### config.mk
export PLATFORM = sky130hd
export DESIGN_NAME = clap_detector
export DESIGN_NICKNAME = d
export VERILOG_FILES = /design/src/rtl/clap_pkg.sv /design/src/rtl/mic_magnitude.sv /design/src/rtl/clap_detector.sv
export SDC_FILE = /design/constraint.sdc
export NUM_CORES = 1
export LEC_CHECK = 0
export ABC_AREA = 1
export BUFFER_PORTS_ARGS = -buffer_cell sky130_fd_sc_hd__buf_2
export CAP_MARGIN = 20
export CORE_MARGIN = 2
export CORE_UTILIZATION = 35
export CTS_BUF_LIST = sky130_fd_sc_hd__clkbuf_4
export DETAILED_ROUTE_END_ITERATION = 6
export HOLD_SLACK_MARGIN = 0.06
export PLACE_DENSITY_LB_ADDON = 0.25
export REMOVE_ABC_BUFFERS = 1
export SYNTH_ARGS = -nofsm -noshare
export SYNTH_HDL_FRONTEND = slang
export SYNTH_SLANG_ARGS = --single-unit
### constraint.sdc
create_clock -name clk -period 7 [get_ports clk]
set_clock_uncertainty 0.15 [all_clocks]
set_input_delay 0.7 -clock clk [delete_from_list [all_inputs] [get_ports clk]]
set_output_delay 0.7 -clock clk [all_outputs]
set_load 0.1 [all_outputs]
### src/rtl/clap_pkg.sv
// Shared definitions for the clap detector: FSM encoding, midscale and counter widths.
package clap_pkg;

   typedef enum logic [1:0] {
      S_IDLE    = 2'd0,
      S_ABOVE   = 2'd1,
      S_HOLDOFF = 2'd2,
      S_WAIT2   = 2'd3
   } state_t;

   localparam int SAMPLE_W = 12;
   localparam int RUN_W    = 8;
   localparam int TIMER_W  = 16;
   localparam int COUNT_W  = 4;

   localparam logic [SAMPLE_W-1:0] MIDSCALE  = 12'd2048;
   localparam logic [COUNT_W-1:0]  COUNT_MAX = 4'd15;

endpackage

### src/rtl/mic_magnitude.sv
// Distance of an unsigned microphone sample from midscale (|mic_in - 2048|).
module mic_magnitude
   import clap_pkg::*;
(
   input  logic [SAMPLE_W-1:0] mic_in,
   output logic [SAMPLE_W-1:0] mag
);

   // Subtract in whichever direction keeps the result non-negative.
   always_comb begin
      if (mic_in >= MIDSCALE) begin
         mag = mic_in - MIDSCALE;
      end else begin
         mag = MIDSCALE - mic_in;
      end
   end

endmodule

### src/rtl/clap_detector.sv
// Clap detector: qualifies loud runs of MIN_PEAK..MAX_PEAK samples as claps,
// applies a refractory holdoff, and drives the clap pulse, menu toggle and count.
// Optional macro CLAP_DOUBLE_EN: only the second of two claps within WINDOW
// samples produces a pulse.
module clap_detector
   import clap_pkg::*;
#(
   parameter logic [SAMPLE_W-1:0] THRESHOLD = 12'd512,
   parameter int                  MIN_PEAK  = 4,
   parameter int                  MAX_PEAK  = 64,
   parameter int                  HOLDOFF   = 100,
   parameter int                  WINDOW    = 2000
)
(
   input  logic                clk,
   input  logic                reset,
   input  logic                sample_valid,
   input  logic [SAMPLE_W-1:0] mic_in,
   output logic                clap_pulse,
   output logic                menu_en,
   output logic [COUNT_W-1:0]  clap_count
);

   state_t               state_q, state_d;
   logic [RUN_W-1:0]     run_q, run_d;
   logic [TIMER_W-1:0]   timer_q, timer_d;
   logic [TIMER_W-1:0]   timer_limit;
   logic [SAMPLE_W-1:0]  mag;
   logic                 loud;
   logic                 fire;
`ifdef CLAP_DOUBLE_EN
   logic                 armed_q, armed_d;
`endif

   mic_magnitude u_mag (
      .mic_in (mic_in),
      .mag    (mag)
   );

   assign loud = (mag >= THRESHOLD);

   // One timer serves both the holdoff and the double-clap window, since the
   // two states are never active together.
   assign timer_limit = (state_q == S_WAIT2) ? TIMER_W'(WINDOW) : TIMER_W'(HOLDOFF);

   // Next-state and counter logic; nothing moves unless a new sample arrives.
   always_comb begin
      state_d = state_q;
      run_d   = run_q;
      timer_d = timer_q;
      fire    = 1'b0;
`ifdef CLAP_DOUBLE_EN
      armed_d = armed_q;
`endif
      if (sample_valid) begin
         case (state_q)
            S_IDLE: begin
               if (loud) begin
                  state_d = S_ABOVE;
                  run_d   = RUN_W'(1);
               end
            end
            S_ABOVE: begin
               if (loud) begin
                  if (run_q + RUN_W'(1) >= RUN_W'(MAX_PEAK + 1)) begin
                     state_d = S_HOLDOFF;
                     run_d   = '0;
                     timer_d = '0;
`ifdef CLAP_DOUBLE_EN
                     armed_d = 1'b0;
`endif
                  end else begin
                     run_d = run_q + RUN_W'(1);
                  end
               end else if (run_q >= RUN_W'(MIN_PEAK)) begin
                  state_d = S_HOLDOFF;
                  run_d   = '0;
                  timer_d = '0;
`ifdef CLAP_DOUBLE_EN
                  if (armed_q) begin
                     fire    = 1'b1;
                     armed_d = 1'b0;
                  end else begin
                     armed_d = 1'b1;
                  end
`else
                  fire = 1'b1;
`endif
               end else begin
                  state_d = S_IDLE;
                  run_d   = '0;
`ifdef CLAP_DOUBLE_EN
                  armed_d = 1'b0;
`endif
               end
            end
            S_HOLDOFF: begin
               if (timer_q + TIMER_W'(1) >= timer_limit) begin
                  timer_d = '0;
`ifdef CLAP_DOUBLE_EN
                  state_d = armed_q ? S_WAIT2 : S_IDLE;
`else
                  state_d = S_IDLE;
`endif
               end else begin
                  timer_d = timer_q + TIMER_W'(1);
               end
            end
`ifdef CLAP_DOUBLE_EN
            S_WAIT2: begin
               if (loud) begin
                  state_d = S_ABOVE;
                  run_d   = RUN_W'(1);
                  timer_d = '0;
               end else if (timer_q + TIMER_W'(1) >= timer_limit) begin
                  state_d = S_IDLE;
                  timer_d = '0;
                  armed_d = 1'b0;
               end else begin
                  timer_d = timer_q + TIMER_W'(1);
               end
            end
`endif
            default: begin
               state_d = S_IDLE;
               run_d   = '0;
               timer_d = '0;
            end
         endcase
      end
   end

   // State, counters and outputs; reset wins over any sample or clap on the same edge.
   always_ff @(posedge clk) begin
      if (reset) begin
         state_q    <= S_IDLE;
         run_q      <= '0;
         timer_q    <= '0;
         clap_pulse <= 1'b0;
         menu_en    <= 1'b0;
         clap_count <= '0;
`ifdef CLAP_DOUBLE_EN
         armed_q    <= 1'b0;
`endif
      end else begin
         state_q    <= state_d;
         run_q      <= run_d;
         timer_q    <= timer_d;
         clap_pulse <= fire;
`ifdef CLAP_DOUBLE_EN
         armed_q    <= armed_d;
`endif
         if (fire) begin
            menu_en <= ~menu_en;
            if (clap_count != COUNT_MAX) begin
               clap_count <= clap_count + COUNT_W'(1);
            end
         end
      end
   end

endmodule

-- After elaboration in Yosys (flattened, before gate mapping)
Index checks and enable logic that the tools add are counted.
- add/subtract/negate cells: 5
- multipliers: 0
- divide/modulo/power cells: 0
- order comparisons: 5
- equal/unequal tests: 8
- shift operators: 0
- multiplexer cells: 21
- bitwise logic cells: 3
- reduce and logical (&&, ||, !) cells: 5
- operators with widths (cell ; count):
    16-bit 2-to-1 mux ; 4
    16-bit one-hot mux with 3 select lines ; 1
    8-bit 2-to-1 mux ; 3
    8-bit one-hot mux with 3 select lines ; 1
    16-bit by 1-bit adder with 16-bit output (second input constant) ; 1
    16-bit by 11-bit greater-or-equal comparator with 1-bit output ; 1
    12-bit by 10-bit greater-or-equal comparator with 1-bit output (second input constant) ; 1
    12-bit greater-or-equal comparator (second input constant) ; 1
    12-bit 2-to-1 mux ; 1
    12-bit subtractor (first input constant) ; 1
    12-bit subtractor (second input constant) ; 1
    11-bit 2-to-1 mux ; 1
    2-bit 2-to-1 mux ; 5
    8-bit by 1-bit adder with 8-bit output (second input constant) ; 1
    8-bit by 3-bit greater-or-equal comparator with 1-bit output (second input constant) ; 1
    8-bit by 7-bit greater-or-equal comparator with 1-bit output (second input constant) ; 1
    4-bit AND reduction ; 2
    3-bit inequality test (second input constant) ; 2
    2-bit one-hot mux with 3 select lines ; 1
    4-bit by 1-bit adder with 4-bit output (second input constant) ; 1
    2-bit equality test (second input constant) ; 2
    1-bit 2-to-1 mux ; 4
    2-bit inequality test (second input constant) ; 2
    4-bit inequality test (second input constant) ; 1
    other kinds (5) ; 7
- register bits after elaboration: 32
- latch bits: 0
- memory bits (writable): 0
- memory bits (read-only): 0
- input port bits: 15
- logic and storage cells: 53
- memories kept: 0

-- Logic depth before layout (Yosys ltp)
- depth in word-level cells: 7
- depth in mapped cells: 19
- mapped depth without buffers: 19

-- Modules after synthesis
Synthesis repeated with hierarchy kept, for this count alone.
- cells, all modules: 361
- area, all modules: 2344.7 µm²
- by module, submodules not included (module ; times used ; cells each ; area each (µm²) ; sequential area each (µm²)):
    clap_detector ; 1 ; 304 ; 2062.0 ; 640.6
    mic_magnitude ; 1 ; 57 ; 282.8 ; 0.0

-- Worst setup path before layout
No wires, ideal clock.
- path type: register to register
- start point: register timer_q[0]
- end point: register timer_q[1]
- library setup time: 0.070 ns
- arrival time: 2.191 ns
- data required time: 6.780 ns
- path slack: 4.589 ns
- cell stages (with the launch flop): 18
- path buffers: 1
- clock period less this slack: 2.411 ns
- path through: dfxtp_1 > ha_1 > nand3_1 > inv_1 > nand2_1 > nor2_1 > nand3_1 > xor2_1 > ha_1 > nand3b_1 > nor2_1 > nand3_1 > nor2_1 > nand2_1 > inv_2 > buf_4 > nand2_1 > a21oi_2
- cells in the longest elaborated chain, start to end: 4
- ends and longest elaborated chain (item ; line ; text):
    from (decl) ; clap_detector.sv:26 ; logic [TIMER_W-1:0] timer_q, timer_d;
    from (signal assigned) ; clap_detector.sv:148 ; timer_q <= timer_d;
    16-bit by 1-bit adder with 16-bit output * ; clap_detector.sv:98, clap_detector.sv:106 ;
    16-bit by 11-bit greater-or-equal comparator with 1-bit output ; clap_detector.sv:98 ; if (timer_q + TIMER_W'(1) >= timer_limit) begin
    16-bit 2-to-1 mux * ; clap_detector.sv:98 ;
    16-bit one-hot mux with 3 select lines * ; clap_detector.sv:56 ; case (state_q)
Every way passes the cells marked *; elsewhere a longest branch is shown, timed or not.
A chain may end at the register's enable or synchronous reset.

-- Worst setup path in the final report
- start point: register timer_q[0]
- end point: register timer_q[0]
Same word-level chain as after synthesis.

==> summary.txt <==
Run status
  • Status: completed

Global routing
  • GRT Util Overall: 14.8%
  • First-pass GRT wire length: 7850 um
  • Grt ovf: 0
  • Pin count of the biggest net entering global routing: 25
  • Vias in the first global route: 1788
  • Antenna violations before repair: 0

Routing
  • Vias per cell: 4.62
  • Drt wl/cell: 10.9 um
  • DRC: 0
  • Post-route ant nets: 0
  • Highest routed metal layer: met4
  • First-pass iteration count of the detailed router: 4
  • Post-Route WL: 4570 um
  • DR WL met3: 147 um
  • Met1 wire length: 2340 um
  • Detail Route met2 WL: 2060 um
  • Routed vias: 1939
  • Initial DRC count: 68

Clock tree
  • Clk slew on worst S/H paths: 0.12 ns
  • Sink Count: 32
  • Deepest clock path buffer count: 2
  • Post-CTS setup buffers: 0
  • PostCTS Resize Cnt: 0
  • Worst-Skew Late Latency: 0.34 ns
  • CTS tree: yes
  • Hold_buf cts: 0
  • CTS Root Cell: clkbuf_4
  • H-tree Lvls: 2
  • CTS Buf Count: 5

Yosys
  • Post-synth EDFFs: 0
  • Cells after synthesis: 322
  • Post-synth top flop: dfxtp_1
  • Seq/Total Area, Yosys: 29.5%
  • Avg Inst Size Synth: 6.74 um^2
  • Synthesis Warnings: 0
  • Number of distinct library cells after synthesis: 33
  • Netlist Area Pre-Place: 2170 um^2
  • Synth async-reset ratio: 0%
  • Synthesized flop and latch total: 32

Power
  • Leakage: 0.977 nW
  • PwrDens: 161 nW/um^2
  • Peak VDD IR: 0.0000641 V

Setup path
  • Worst Path Max Fanout: 11
  • R2R Setup Slk: 4.20 ns
  • Req. time, crit path: 7.13 ns
  • Crit Path Class: reg -> reg
  • CP Capture Type: flip-flop
  • Critical R2R Launch: timer_q[0]
  • Arrival @ worst endpoint: 2.93 ns
  • Crit start category: flip-flop
  • Critical R2R Capture: timer_q[0]
  • Worst Reg-to-Reg Cells: 16

Layout
  • Storage cell area: 641 um^2
  • Multi-input gate area: 1310 um^2
  • Layout area overhead: 10.3%
  • N_diodes: 0
  • Nets: 371
  • # fillers: 652
  • Layout cells sized above 1: 17.4%
  • Design area: 2390 um^2
  • Final core occ: 40.2%

Worst hold path
  • Hold Crit Depth: 2
  • Worst min-delay path startpoint: menu_en
  • Worst Hold Endpoint: menu_en
  • HP Class: reg -> reg

Job
  • Max-cap viol count: 0

STA
  • Post-route setup slack: 4.20 ns
  • Minimum clock period: 2.80 ns
  • WHS: 0.324 ns
  • Slew HR: 48.0%
  • Setup-failing EPs final: 0
  • Final Max Slew Viols: 0
  • Final hold violations: 0
  • Fmax: 0.358 GHz
  • Setup TNS: 0 ns
  • RSZ-0062 raised after global routing: no
  • Period utilization: 40.0%
  • Worst Max-Slew Pin Slew: 0.775 ns

Die
  • Core area: 5960 um^2
  • Ports: 21
  • Horiz. Die Dim: 82.7 um
  • Starting Density: 36.4%
  • Die area: 6840 um^2
  • Die height: 82.7 um
  • FP Rows: 28

Placed design
  • Place WS: 4.26 ns
  • Port bufs: 20
  • Dpl cell area: 2320 um^2
  • RePlAce Congestion: 0.832
  • Post-DP HPWL: 3350 um
-- worst max-delay path, cell delays in order (launching register included) --
cell and delay, ns:
dfxtp_1 0.41, ha_1 0.23, nand3_1 0.16, inv_1 0.12, nand2_1 0.08, nor2_1 0.17, nand3_1 0.11, xor2_1 0.17
ha_1 0.19, nand3b_1 0.15, nor2_1 0.12, nand3_1 0.07, nor2_1 0.10, nand2_1 0.09, inv_2 0.18, nand2_1 0.10
a21oi_2 0.15
-- metal layers --
metal | vias to the layer above | global-route usage (%)
met5 | - | 0
met4 | 0 | 3.93
met3 | 2 | 4.02
met2 | 20 | 24.8
met1 | 862 | 18.9
li1 | 1055 | -
-- cell families (layout without fill, tap and decap cells) --
logic type                 after synthesis  after routing  synth area share [%]
xor gates and xnor gates                12             12                  4.84
adders and majority gates               12             12                  6.92
DFF                                     32             32                  29.5
buffers and inverters                   51             74                  10.1
AOI/OAI and AO/OA                       36             36                  10.5
and+or+nand+nor                        179            179                  38.1
-- flip-flops by register name (all words and copies together), names as in the netlist --
signal      flops
clap_count      4
clap_pulse      1
menu_en         1
run_q           8
state_q         2
timer_q        16
-- report_power, final --
part,switching [W],internal (W),total (W)
sequential,0.00000382,0.000185,0.000189
combinational,0.0000379,0.0000154,0.0000533
clock,0.0000689,0.0000730,0.000142
-- how the worst max path moves through the flow --
stage          startpoint     endpoint  slack, ns  cells past startpoint
6_report       timer_q[0]   timer_q[0]       4.20                     16
3_5_place_dp   timer_q[0]   timer_q[0]       4.26                     16
4_1_cts        timer_q[0]   timer_q[0]       4.18                     16
5_1_grt        timer_q[0]   timer_q[0]       3.93                     16
3_3_place_gp   timer_q[0]   timer_q[0]       4.41                     16
2_1_floorplan  timer_q[0]  timer_q[10]       4.64                     16
-- through the flow --
stage | total power, W | cells
3_3_place_gp | 0.000246 | 412
3_5_place_dp | 0.000247 | 412
6_report | 0.000384 | 420
4_1_cts | 0.000388 | 420
5_1_grt | 0.000404 | 420
2_1_floorplan | 0.000229 | 317
-- cells in the final DEF (no fill, tap or decap), drive strengths merged, types with 3 or more instances in the layout --
master and instances:
dfxtp 32, nor2 46, o21ai 9, nor3 14, nand3b 3, nand3 20
nand2 89, clkbuf 5, buf 20, ha 12, xor2 9, a21oi 24
inv 46, nand4 4, xnor2 3
-- cell usage after synthesis (2+ instances only) --
library cell   n  area (um^2)
nand3b_1       3         22.5
nand4_1        4         25.0
inv_2          2         7.51
nand3_1       17         85.1
xor2_1         9         78.8
o21ai_0        7         35.0
a21oi_2       11         96.3
nand2_2        4         25.0
dfxtp_1       32          641
nor2_4         2         22.5
nand2_1       84          315
nor2_1        35          131
a21oi_1       13         65.1
o21ai_1        2         10.0
xnor2_1        3         26.3
ha_1          12          150
nand3_2        2         20.0
clkbuf_1       2         7.51
nor3_1        13         65.1
inv_1         44          165
nor2_2         9         56.3
-- layout make-up --
class / instances / share of cell area (%)
multi-input combinational: 239 / 54.8
sequential: 32 / 26.8
inverter: 46 / 7.22
timing repair buffer: 20 / 4.18
tap: 75 / 3.92
clock buffer: 5 / 1.57
clock inverter: 3 / 1.57
Power figures use the tool's default switching activity.
